`src/rtl/vr_fifo_pkg.sv`:
```
// Shared types and helpers for the valid/ready synchronous FIFO.
package vr_fifo_pkg;

  typedef enum logic [1:0] {
    S_EMPTY = 2'd0,
    S_MID   = 2'd1,
    S_FULL  = 2'd2
  } fifo_state_t;

  // Pointer width: index bits plus one wrap flag, which also sizes the occupancy count.
  function automatic int ptr_w(input int depth);
    return $clog2(depth) + 1;
  endfunction

endpackage

```
`src/rtl/vr_fifo_mem.sv`:
```
// FIFO storage: DEPTH x DW register array, one write port, one asynchronous read port.
// Contents are not reset; validity is tracked entirely by the pointers in the parent.
module vr_fifo_mem
  import vr_fifo_pkg::*;
#(
  parameter int DW    = 32,
  parameter int DEPTH = 8,
  parameter int AW    = ptr_w(DEPTH) - 1
) (
  input  logic          clk,
  input  logic          we,
  input  logic [AW-1:0] waddr,
  input  logic [DW-1:0] wdata,
  input  logic [AW-1:0] raddr,
  output logic [DW-1:0] rdata
);

  logic [DW-1:0] mem_q [DEPTH];

  // Write the accepted word into the slot addressed by the write pointer.
  always_ff @(posedge clk) begin
    if (we) begin
      mem_q[waddr] <= wdata;
    end
  end

  assign rdata = mem_q[raddr];

endmodule

```
`src/rtl/vr_sync_fifo.sv`:
```
// Synchronous valid/ready FIFO, first-word-fall-through, single clock.
// s_ready and m_valid come from registered state so there is no combinational
// path from m_ready to s_ready. Occupancy and an almost-full flag are exported.
// Optional macro VR_FIFO_BYPASS_EN: when empty, a word offered while the sink is
// ready passes straight through to the output in the same cycle without being stored.
//
//  state   | meaning
//  S_EMPTY | no entries, accepting, head invalid
//  S_MID   | 1..DEPTH-1 entries, accepting, head valid
//  S_FULL  | DEPTH entries, not accepting, head valid
module vr_sync_fifo
  import vr_fifo_pkg::*;
#(
  parameter int DW       = 32,
  parameter int DEPTH    = 8,
  parameter int AFULL_TH = DEPTH - 2
) (
  input  logic                   clk,
  input  logic                   rstn,
  input  logic                   s_valid,
  output logic                   s_ready,
  input  logic [DW-1:0]          s_data,
  output logic                   m_valid,
  input  logic                   m_ready,
  output logic [DW-1:0]          m_data,
  output logic [$clog2(DEPTH):0] count,
  output logic                   afull
);

  localparam int PW = ptr_w(DEPTH);
  localparam int IW = PW - 1;

  fifo_state_t   state_q, state_d;
  logic [PW-1:0] wr_ptr_q, wr_ptr_d;
  logic [PW-1:0] rd_ptr_q, rd_ptr_d;
  logic [PW-1:0] count_q, count_d;
  logic          s_ready_q;
  logic          m_valid_q;
  logic          afull_q;
  logic          full_d;
  logic          bypass;
  logic          push;
  logic          pop;
  logic [DW-1:0] mem_rdata;

`ifdef VR_FIFO_BYPASS_EN
  assign bypass = (state_q == S_EMPTY) & s_ready_q & rstn & s_valid & m_ready;
`else
  assign bypass = 1'b0;
`endif

  // Flags are forced low while reset is held, even before the reset edge lands.
  assign s_ready = s_ready_q & rstn;
  assign m_valid = (m_valid_q | bypass) & rstn;
  assign afull   = afull_q & rstn;
  assign m_data  = bypass ? s_data : mem_rdata;
  assign count   = count_q;

  // A bypassed word goes straight to the sink, so it is neither stored nor counted.
  assign push = s_valid & s_ready & ~bypass;
  assign pop  = m_valid_q & rstn & m_ready;

  vr_fifo_mem #(
    .DW    (DW),
    .DEPTH (DEPTH)
  ) u_mem (
    .clk   (clk),
    .we    (push),
    .waddr (wr_ptr_q[IW-1:0]),
    .wdata (s_data),
    .raddr (rd_ptr_q[IW-1:0]),
    .rdata (mem_rdata)
  );

  // Next pointers, occupancy and state from this cycle's push/pop.
  always_comb begin
    wr_ptr_d = push ? wr_ptr_q + PW'(1) : wr_ptr_q;
    rd_ptr_d = pop  ? rd_ptr_q + PW'(1) : rd_ptr_q;

    count_d = count_q;
    if (push && !pop) begin
      count_d = count_q + PW'(1);
    end else if (pop && !push) begin
      count_d = count_q - PW'(1);
    end

    // Full when indices coincide but the wrap flags differ.
    full_d = (wr_ptr_d[IW-1:0] == rd_ptr_d[IW-1:0]) && (wr_ptr_d[IW] != rd_ptr_d[IW]);

    state_d = state_q;
    case (state_q)
      S_EMPTY: begin
        if (push) begin
          state_d = S_MID;
        end
      end
      S_MID: begin
        if (push && !pop && full_d) begin
          state_d = S_FULL;
        end else if (pop && !push && (count_q == PW'(1))) begin
          state_d = S_EMPTY;
        end
      end
      S_FULL: begin
        if (pop) begin
          state_d = S_MID;
        end
      end
      default: state_d = S_EMPTY;
    endcase
  end

  // Pointer and occupancy registers.
  always_ff @(posedge clk) begin
    if (!rstn) begin
      wr_ptr_q <= '0;
      rd_ptr_q <= '0;
      count_q  <= '0;
    end else begin
      wr_ptr_q <= wr_ptr_d;
      rd_ptr_q <= rd_ptr_d;
      count_q  <= count_d;
    end
  end

  // FSM state with registered handshake and almost-full flags derived from the next state.
  always_ff @(posedge clk) begin
    if (!rstn) begin
      state_q   <= S_EMPTY;
      s_ready_q <= 1'b0;
      m_valid_q <= 1'b0;
      afull_q   <= 1'b0;
    end else begin
      state_q   <= state_d;
      s_ready_q <= (state_d != S_FULL);
      m_valid_q <= (state_d != S_EMPTY);
      afull_q   <= (count_d >= PW'(AFULL_TH));
    end
  end

endmodule

```
`config.mk`:
```
export PLATFORM = sky130hd
export DESIGN_NAME = vr_sync_fifo
export DESIGN_NICKNAME = d
export VERILOG_FILES = /design/src/rtl/vr_fifo_pkg.sv /design/src/rtl/vr_fifo_mem.sv /design/src/rtl/vr_sync_fifo.sv
export SDC_FILE = /design/constraint.sdc
export NUM_CORES = 1
export LEC_CHECK = 0
export CAP_MARGIN = 15
export CORE_AREA = 5 5 153 155
export CTS_CLUSTER_SIZE = 8
export DETAILED_ROUTE_END_ITERATION = 8
export DIE_AREA = 0 0 158 160
export PLACE_DENSITY = 0.69
export SLEW_MARGIN = 20
export SYNTH_ARGS = -nofsm -noshare
export SYNTH_HDL_FRONTEND = slang
export SYNTH_SLANG_ARGS = --single-unit
```
`constraint.sdc`:
```
create_clock -name clk -period 5.8 [get_ports clk]
set_input_delay 0.58 -clock clk [delete_from_list [all_inputs] [get_ports clk]]
set_output_delay 0.58 -clock clk [all_outputs]
set_load 0.01 [all_outputs]
```
==> results.md <==
- Clk root buf: clkbuf_16
- Setup Slack @ Placement: 2070 ps
- FP Rows: 54
- Sequential cell area fraction in the yosys report: 0.746
- Maxcap violations: 0
- Vias in the first global route: 5307
- I/O pins: 75
- Min cycle time layout: 3970 ps
- H-tree depth: 2
- Die Footprint: 25300 sq um
- Worst-Skew Late Latency: 500 ps
- Dominant synthesized flop cell: edfxtp_1
- Setup bufs post-CTS: 0
- Critical Path End Type: primary output
- Vias per std cell: 5.66
- Post-route worst setup slack: 1830 ps
- CORE AREA: 21700 sq um
- Hold Violations, Final: 0
- Nets@finish: 629
- Rel. slew slack: 0.339
- Synthesized area per cell: 22.2 sq um
- FF+latch count, synth: 273
- EDFF count, synth: 256
- Die X-Extent: 158 um
- Die H: 160 um
- Highest Clock Rate: 252 MHz
- Setup TNS: 0 ps
- Number of remaining DRC errors: 0
- Dominant cell type by area after synthesis: edfxtp_1
- CP Class: flop to primary output
- Post-DP HPWL: 10.9 mm
- VDD IR max: 0.000274 V
- CTS tree: built
- CP Data Required Time: 5220 ps
- Cell area power density: 338 nW/um^2
- Routed WL: 19.4 mm
- Syn Inst Count: 485
- Ys async rst share: 0
- Clock transition at path regs: 50 ps
- Total CTS buffers: 40
- Routed WL per cell: 22.1 um
- RSZ-0062 raised after global routing: false
- Final Cell Area: 13000 sq um
- CP Launch Type: flop
- Status: complete, no violations
- Largest net degree at the start of global routing: 69
- Placed cells: 823
- Arr. time, crit path: 3390 ps
- 1st-iter DRT viols: 329
- Clk buf depth: 3
- Area after DPL: 11800 sq um
- Post-CTS resize count: 0
- First-pass GRT wire length: 30.4 mm
- Clk sink count: 273
- Final worst-path cycle share: 0.684
- Ranking of synthesized cells by area: edfxtp_1, mux4_2, mux4_1, mux2_4, dfxtp_1
- Fillers: 1513
- Most common cell in the synthesized netlist: edfxtp_1
- Via count: 4973
- Post-synth top cells: edfxtp_1, mux4_2, mux2_4
- Slew Viols, Final: 0
- Starting density of the core: 0.496
- Gr ovfl total: 0
- HP Class: flop to flop
- Synth top area share: 0.714
- N_diodes: 0
- Critical path peak fanout: 51
- Leak: 4.16 nW
- Initial antenna violation count: 2
- Syn Nets: 526
- Gr usage total: 0.157
- Post-cts hold buffer count: 0
- Fin Clk Skew: 8.62 ps
- Power Total: 0.00438 W
- Layout overhead on the synthesized area: 20.5%
- Worst Tran Pin Value: 991 ps
- GP Congestion: 0.787
- Port buffer count: 74
- Share of cells above drive strength 1: 0.247
- Mapped Area: 10800 sq um
- 1st-pass router iterations: 4
- Count of different cell masters after synthesis: 40
- Final count of negative-setup-slack endpoints: 0
- Antenna-violating nets left: 0
- Non-filler cells, final: 878
- Synth warnings: 0
-- sequential cells by signal, indices dropped and copies added (netlist names) --
signal / cells
afull_q: 1
count: 4
m_valid_q: 1
rd_ptr_q: 4
s_ready_q: 1
state_q: 2
u_mem.mem_q: 256
wr_ptr_q: 4
-- power breakdown --
part | switching (W) | internal (W)
Combinational | 0.0000785 | 0.000112
Clock | 0.000734 | 0.00126
Sequential | 0.0000221 | 0.00218
-- worst paths after layout --
path | slack, ps | start | cells past startpoint | endpoint
worst max-delay path | 1830 | rd_ptr_q[0] | 4 | m_data[6]
worst min register to register | 540 | count[3] | 1 | count[3]
worst min-delay path | 540 | count[3] | 1 | count[3]
worst max register to register | 3590 | rd_ptr_q[2] | 6 | s_ready_q
-- per-layer routing --
| metal | vias to the layer above | part of all wire | GRT usage |
|---|---|---|---|
| met1 | 2566 | 0.40 | 0.213 |
| met5 | - | 0.0020 | 0 |
| met3 | 38 | 0.067 | 0.0387 |
| met4 | 4 | 0.018 | 0.0380 |
| met2 | 155 | 0.52 | 0.259 |
| li1 | 2210 | - | - |
-- worst max-delay path: stages (launching register included) --
cell and delay [ps]:
dfxtp_4 980, buf_4 480, mux4_1 610, mux2_4 290, clkdlybuf4s50_1 490
-- layout by cell type (no fill, tap or decap), drive strengths merged --
master	count
nor2	7
nor4	1
xnor2	9
mux4	64
a21o	1
nand2b	3
a31o	1
nand3	3
nand2	15
a32o	1
and3	4
a21oi	2
xor2	4
nand3b	1
a32oi	1
mux2	32
o211ai	2
a22oi	1
nor3	5
mux2i	1
a21boi	2
nor3b	1
edfxtp	256
clkbuf	49
buf	12
ha	5
clkinv	1
nor2b	4
nand4	2
and2	9
inv	5
clkdlybuf4s50	74
dfxtp	17
o21ai	3
-- metrics by stage --
step / hold slack [ps] / utilization
after floorplan: 508 / -
after global placement: 513 / 0.545
after detailed placement: 536 / 0.545
after CTS: 544 / 0.595
after global routing: 585 / 0.598
final: 540 / 0.598
-- layout make-up --
class	count	area, sq um	share of cell area
sequential	273	8040	0.619
multi-input combinational	184	2600	0.200
clock buffer	49	1060	0.0814
timing repair buffer	86	896	0.0691
tap	280	350	0.0270
clock inverter	3	26.3	0.00203
inverter	3	11.3	0.000868
-- logic make-up after synthesis --
kind of cell    synth area share
simple gates              0.0273
mux                        0.184
xor+xnor                  0.0106
fa+ha+maj                0.00581
buf+inv                   0.0181
flops                      0.746
compound gates           0.00906
(Power assumes the default switching activity.)
==> edit 1, RTL diff (same settings) <==
Re-encode `fifo_state_t` (3 states) as one-hot, 3 bits wide.
--- a/src/rtl/vr_fifo_pkg.sv
+++ b/src/rtl/vr_fifo_pkg.sv
@@ -1,10 +1,10 @@
 // Shared types and helpers for the valid/ready synchronous FIFO.
 package vr_fifo_pkg;
 
-  typedef enum logic [1:0] {
-    S_EMPTY = 2'd0,
-    S_MID   = 2'd1,
-    S_FULL  = 2'd2
+  typedef enum logic [2:0] {
+    S_EMPTY = 3'b001,
+    S_MID   = 3'b010,
+    S_FULL  = 3'b100
   } fifo_state_t;
 
   // Pointer width: index bits plus one wrap flag, which also sizes the occupancy count.
Formal check against the unedited RTL: no difference found for any inputs over 4 cycles, from zero or initial values and one cycle with rstn low; so few cycles prove little.
==> edit 1 against the original RTL <==
  * Cell area decreased by 0.58%
  * Routed wire length is 4.8% higher
  * Combinational power fell by 38%
  * Sequential cell count increased by 1
  * Setup slack got worse by 0.041 ns
  * Synthesized area hardly changed
  * Power shrank 2.0%
  * First-iteration DRC count increased by 4.0%
  * Critical path type unchanged
  * Largest cell class unchanged
==> edit 1: results (changes against the original RTL) <==
INFO  critical_path  timing.reg2reg.worst_path_depth=4 [was 6]
INFO  critical_path  reg2reg_to=u_mem.mem_q[4][23]$_DFFE_PP_ [was s_ready_q$_SDFF_PN0_]
INFO  route          met3RoutedLength=1.23mm [was 1.31 mm]
INFO  layout         post_route_cells_drive_above_1_share=0.245 [was 0.247]
INFO  global_route   grt_first_pass_wirelength=31.2mm [was 30.4 mm]
INFO  critical_path  r2r_start=s_ready_q$_SDFF_PN0_ [was rd_ptr_q[2]$_SDFF_PN0_]
INFO  route          top_layer_used=met4 [was met5]
INFO  critical_path  r2r_setup_slack=3.35ns [was 3.59 ns]
INFO  status         status=finished clean [unchanged]
INFO  layout         filler_cell_count=1,538 [was 1,513]
INFO  global_route   met3_usage=0.0409 [was 0.0387]
INFO  global_route   use_met1=0.223 [was 0.213]
INFO  power          power.static_leakage=0.00411uW [was 0.00416 uW]
INFO  layout         layout.non_clock_buffers=84 [was 86]
INFO  min_path       min_delay_worst_endpoint=rd_ptr_q[3]$_SDFF_PN0_ [was count[3]$_SDFF_PN0_]
INFO  timing         skew=0.0182ns [was 0.00862 ns]
INFO  global_route   routing_usage_on_met2=0.267 [was 0.259]
INFO  global_route   via_count_of_the_first_global_routing_pass=5,373 [was 5,307]
INFO  layout         multi_input_area_share=0.199 [was 0.200]
INFO  critical_path  timing.critical_path.arrival=3.43ns [was 3.39 ns]
INFO  synthesis      synth_sequential_area_ratio=0.747 [was 0.746]
INFO  place          globalplace.congestion=0.709 [was 0.787]
INFO  synthesis      syn-num-nets=533 [was 526]
INFO  synthesis      synth_commonest_cells=sky130_fd_sc_hd__edfxtp_1, sky130_fd_sc_hd__mux4_2, sky130_fd_sc_hd__mux2_4 [unchanged]
INFO  power          switching_share=0.191 [about the same]
INFO  route          via_cell_ratio=5.63 [was 5.66]
INFO  route          detailroute.via_count=4,953 [was 4,973]
INFO  route          drt_iter0_markers=342 [was 329]
INFO  critical_path  max_stage_delay=1.02ns [was 0.98 ns]
INFO  place          dp_hpwl=10.9mm [about the same]
INFO  timing         worst-slew-pin-transition=1.03ns [was 0.991 ns]
INFO  layout         num-multi-input-gates=188 [was 184]
INFO  layout         bufAreaShareNonClock=0.0642 [was 0.0691]
INFO  layout         non_clock_inverter_count=5 [was 3]
INFO  route          met2_length=10.4mm [was 10.0 mm]
INFO  layout         finish.net_count=634 [was 629]
[edit 1: changes by cell type after synthesis, sizes merged, moves of 2 or more]
cell and change:
nor2b -4, buf -4, a21boi -2, and2 -4
a211oi +2, nand2 -3, and3 -2, a21oi +5
nor2 +10, xor2 +2, clkbuf +4
[edit 1: power groups by stage]
stage / Combinational [uW] / Sequential (uW) / Clock [uW]
finish: 117 / 2190 / 1990
global route: 127 / 2180 / 2140
floorplan: 49.9 / 2220 / 0
CTS: 119 / 2190 / 2030
detailed placement: 118 / 2220 / 0
global placement: 114 / 2220 / 0
[edit 1: worst max path at each step]
stage	from	to	slack, ns	cells past startpoint
after floorplan	s_valid	u_mem.mem_q[0][0]$_DFFE_PP_	1.42	2
after global placement	rd_ptr_q[0]$_SDFF_PN0_	m_data[8]	2.30	4
after detailed placement	rd_ptr_q[0]$_SDFF_PN0_	m_data[0]	2.25	4
after CTS	rd_ptr_q[0]$_SDFF_PN0_	m_data[31]	1.67	4
after global routing	rd_ptr_q[0]$_SDFF_PN0_	m_data[31]	1.53	4
final	rd_ptr_q[0]$_SDFF_PN0_	m_data[31]	1.79	4
[edit 1: logic make-up after synthesis]
| logic type | count (synthesis) | synth area share |
|---|---|---|
| AO/OA/AOI/OAI | 18 | 0.0109 |
| AND/OR/NAND/NOR | 54 | 0.0237 |
| adder cells (fa/ha/maj) | 5 | 0.00581 |
| flip-flops | 274 | 0.747 |
| multiplexers | 96 | 0.181 |
| buffers and inverters | 30 | 0.0190 |
| XOR/XNOR | 15 | 0.0122 |
[edit 1: through the flow]
step	total power [uW]	setup slack, ns	hold WS [ns]
final	4290	1.79	0.527
after floorplan	2270	1.42	0.485
after global routing	4450	1.53	0.559
after CTS	4330	1.67	0.536
after global placement	2330	2.30	0.503
after detailed placement	2340	2.25	0.523
==> edit 2, RTL diff (config.mk and constraints unchanged) <==
Without the edit above. Build with the macro `VR_FIFO_BYPASS_EN` defined.
--- a/src/rtl/vr_sync_fifo.sv
+++ b/src/rtl/vr_sync_fifo.sv
@@ -8,6 +8,8 @@
 //  S_EMPTY | no entries, accepting, head invalid
 //  S_MID   | 1..DEPTH-1 entries, accepting, head valid
 //  S_FULL  | DEPTH entries, not accepting, head valid
+`define VR_FIFO_BYPASS_EN
+
 module vr_sync_fifo
   import vr_fifo_pkg::*;
 #(
Function: changed (a bounded check fails within 4 cycles, from zero or initial values and one cycle with rstn low).
==> edit 2 against the original RTL <==
  * Clock skew rose by 0.0072 ns
  * Sequential cell count did not move
  * Routed wire length rose by 12%
  * Power fell by 0.80%
  * Setup slack got worse by 0.13 ns
  * Non-clock buffer count rose by 4
  * Synthesized area rose by 1.1%
  * Sequential share of layout area fell by 0.61 points
  * Core utilization rose by 0.58 points
  * Via count rose by 9.5%
  * Die area did not move
  * Count of clock-buffer cells in the layout did not move
  * Cell area rose by 0.96%
  * Critical path type is now in -> out
==> edit 2: results (changes against the original RTL) <==
INFO  place          place_area=0.0120sqmm [was 0.0118 sq mm]
INFO  critical_path  timing.reg2reg.worst_path_depth=4 [was 6]
INFO  timing         worst_slew_margin=0.253 [was 0.339]
INFO  critical_path  worstSetupStartpoint=m_ready [was rd_ptr_q[0]$_SDFF_PN0_]
INFO  layout         finish.net_count=705 [was 629]
INFO  synthesis      synth_commonest_cells=sky130_fd_sc_hd__edfxtp_1, sky130_fd_sc_hd__mux4_2, sky130_fd_sc_hd__nand2_1 [was sky130_fd_sc_hd__edfxtp_1, sky130_fd_sc_hd__mux4_2, sky130_fd_sc_hd__mux2_4]
INFO  place          numPlacedInstances=902 [was 823]
INFO  global_route   routing_usage_on_met2=0.292 [was 0.259]
INFO  critical_path  worst-path-max-fanout=36 [was 51]
INFO  synthesis      synth.top_cells.by_area=sky130_fd_sc_hd__edfxtp_1, sky130_fd_sc_hd__mux4_2, sky130_fd_sc_hd__dfxtp_1 [was sky130_fd_sc_hd__edfxtp_1, sky130_fd_sc_hd__mux4_2, sky130_fd_sc_hd__mux4_1]
INFO  min_path       hold_path.startpoint=wr_ptr_q[3]$_SDFF_PN0_ [was count[3]$_SDFF_PN0_]
INFO  critical_path  timing.critical_path.arrival=3.52ns [was 3.39 ns]
INFO  place          dp_hpwl=12.4mm [was 10.9 mm]
INFO  timing         final.hold.worst_slack=0.523ns [was 0.540 ns]
INFO  min_path       min_delay_worst_endpoint=wr_ptr_q[3]$_SDFF_PN0_ [was count[3]$_SDFF_PN0_]
INFO  power          worst_ir_drop_vdd=0.000284V [was 0.000274 V]
INFO  route          top_layer_used=met4 [was met5]
INFO  global_route   use_met1=0.226 [was 0.213]
INFO  power          power.static_leakage=0.00404uW [was 0.00416 uW]
INFO  global_route   initial_antenna_violation_count=0 [was 2]
INFO  global_route   grt_util_all_layers=0.173 [was 0.157]
INFO  route          detailroute.via_count=5,446 [was 4,973]
INFO  status         status=finished clean [unchanged]
INFO  place          globalplace.congestion=0.759 [was 0.787]
INFO  route          via_cell_ratio=5.71 [was 5.66]
INFO  global_route   met3_usage=0.0325 [was 0.0387]
INFO  synthesis      synth_xor_area_frac=0.0121 [was 0.0106]
INFO  timing         skew=0.0158ns [was 0.00862 ns]
INFO  layout         post_route_cells_drive_above_1_share=0.208 [was 0.247]
INFO  synthesis      ys_types=43 [was 40]
INFO  min_path       timing.hold.worst_path_depth=2 [was 1]
INFO  synthesis      muxShareOfSynthArea=0.165 [was 0.184]
INFO  layout         filler_cell_count=1,515 [was 1,513]
INFO  critical_path  crit_path_end=m_data[3] [was m_data[6]]
INFO  synthesis      yosys.area_share.adder=0.00575 [was 0.00581]
## edit 2: critical path: stages
cell	delay [ns]
sky130_fd_sc_hd__clkdlybuf4s50_1	0.56
sky130_fd_sc_hd__or3b_1	0.53
sky130_fd_sc_hd__nor2_4	0.70
sky130_fd_sc_hd__buf_4	0.41
sky130_fd_sc_hd__nand2_1	0.09
sky130_fd_sc_hd__o21ai_0	0.09
sky130_fd_sc_hd__clkdlybuf4s50_1	0.56
## edit 2: final cells by class
cell class | count | area [sq um] | share of cell area
timing repair buffer | 90 | 886 | 0.0676
sequential | 273 | 8030 | 0.613
clock inverter | 3 | 26.3 | 0.00201
multi-input combinational | 254 | 2730 | 0.208
inverter | 5 | 18.8 | 0.00143
tap | 280 | 350 | 0.0267
clock buffer | 49 | 1060 | 0.0806
## edit 2: where the power goes
group / switching, uW / total [uW] / internal, uW
registers: 7.87 / 2170 / 2170
clock network: 764 / 2020 / 1260
logic: 74.1 / 146 / 72.3
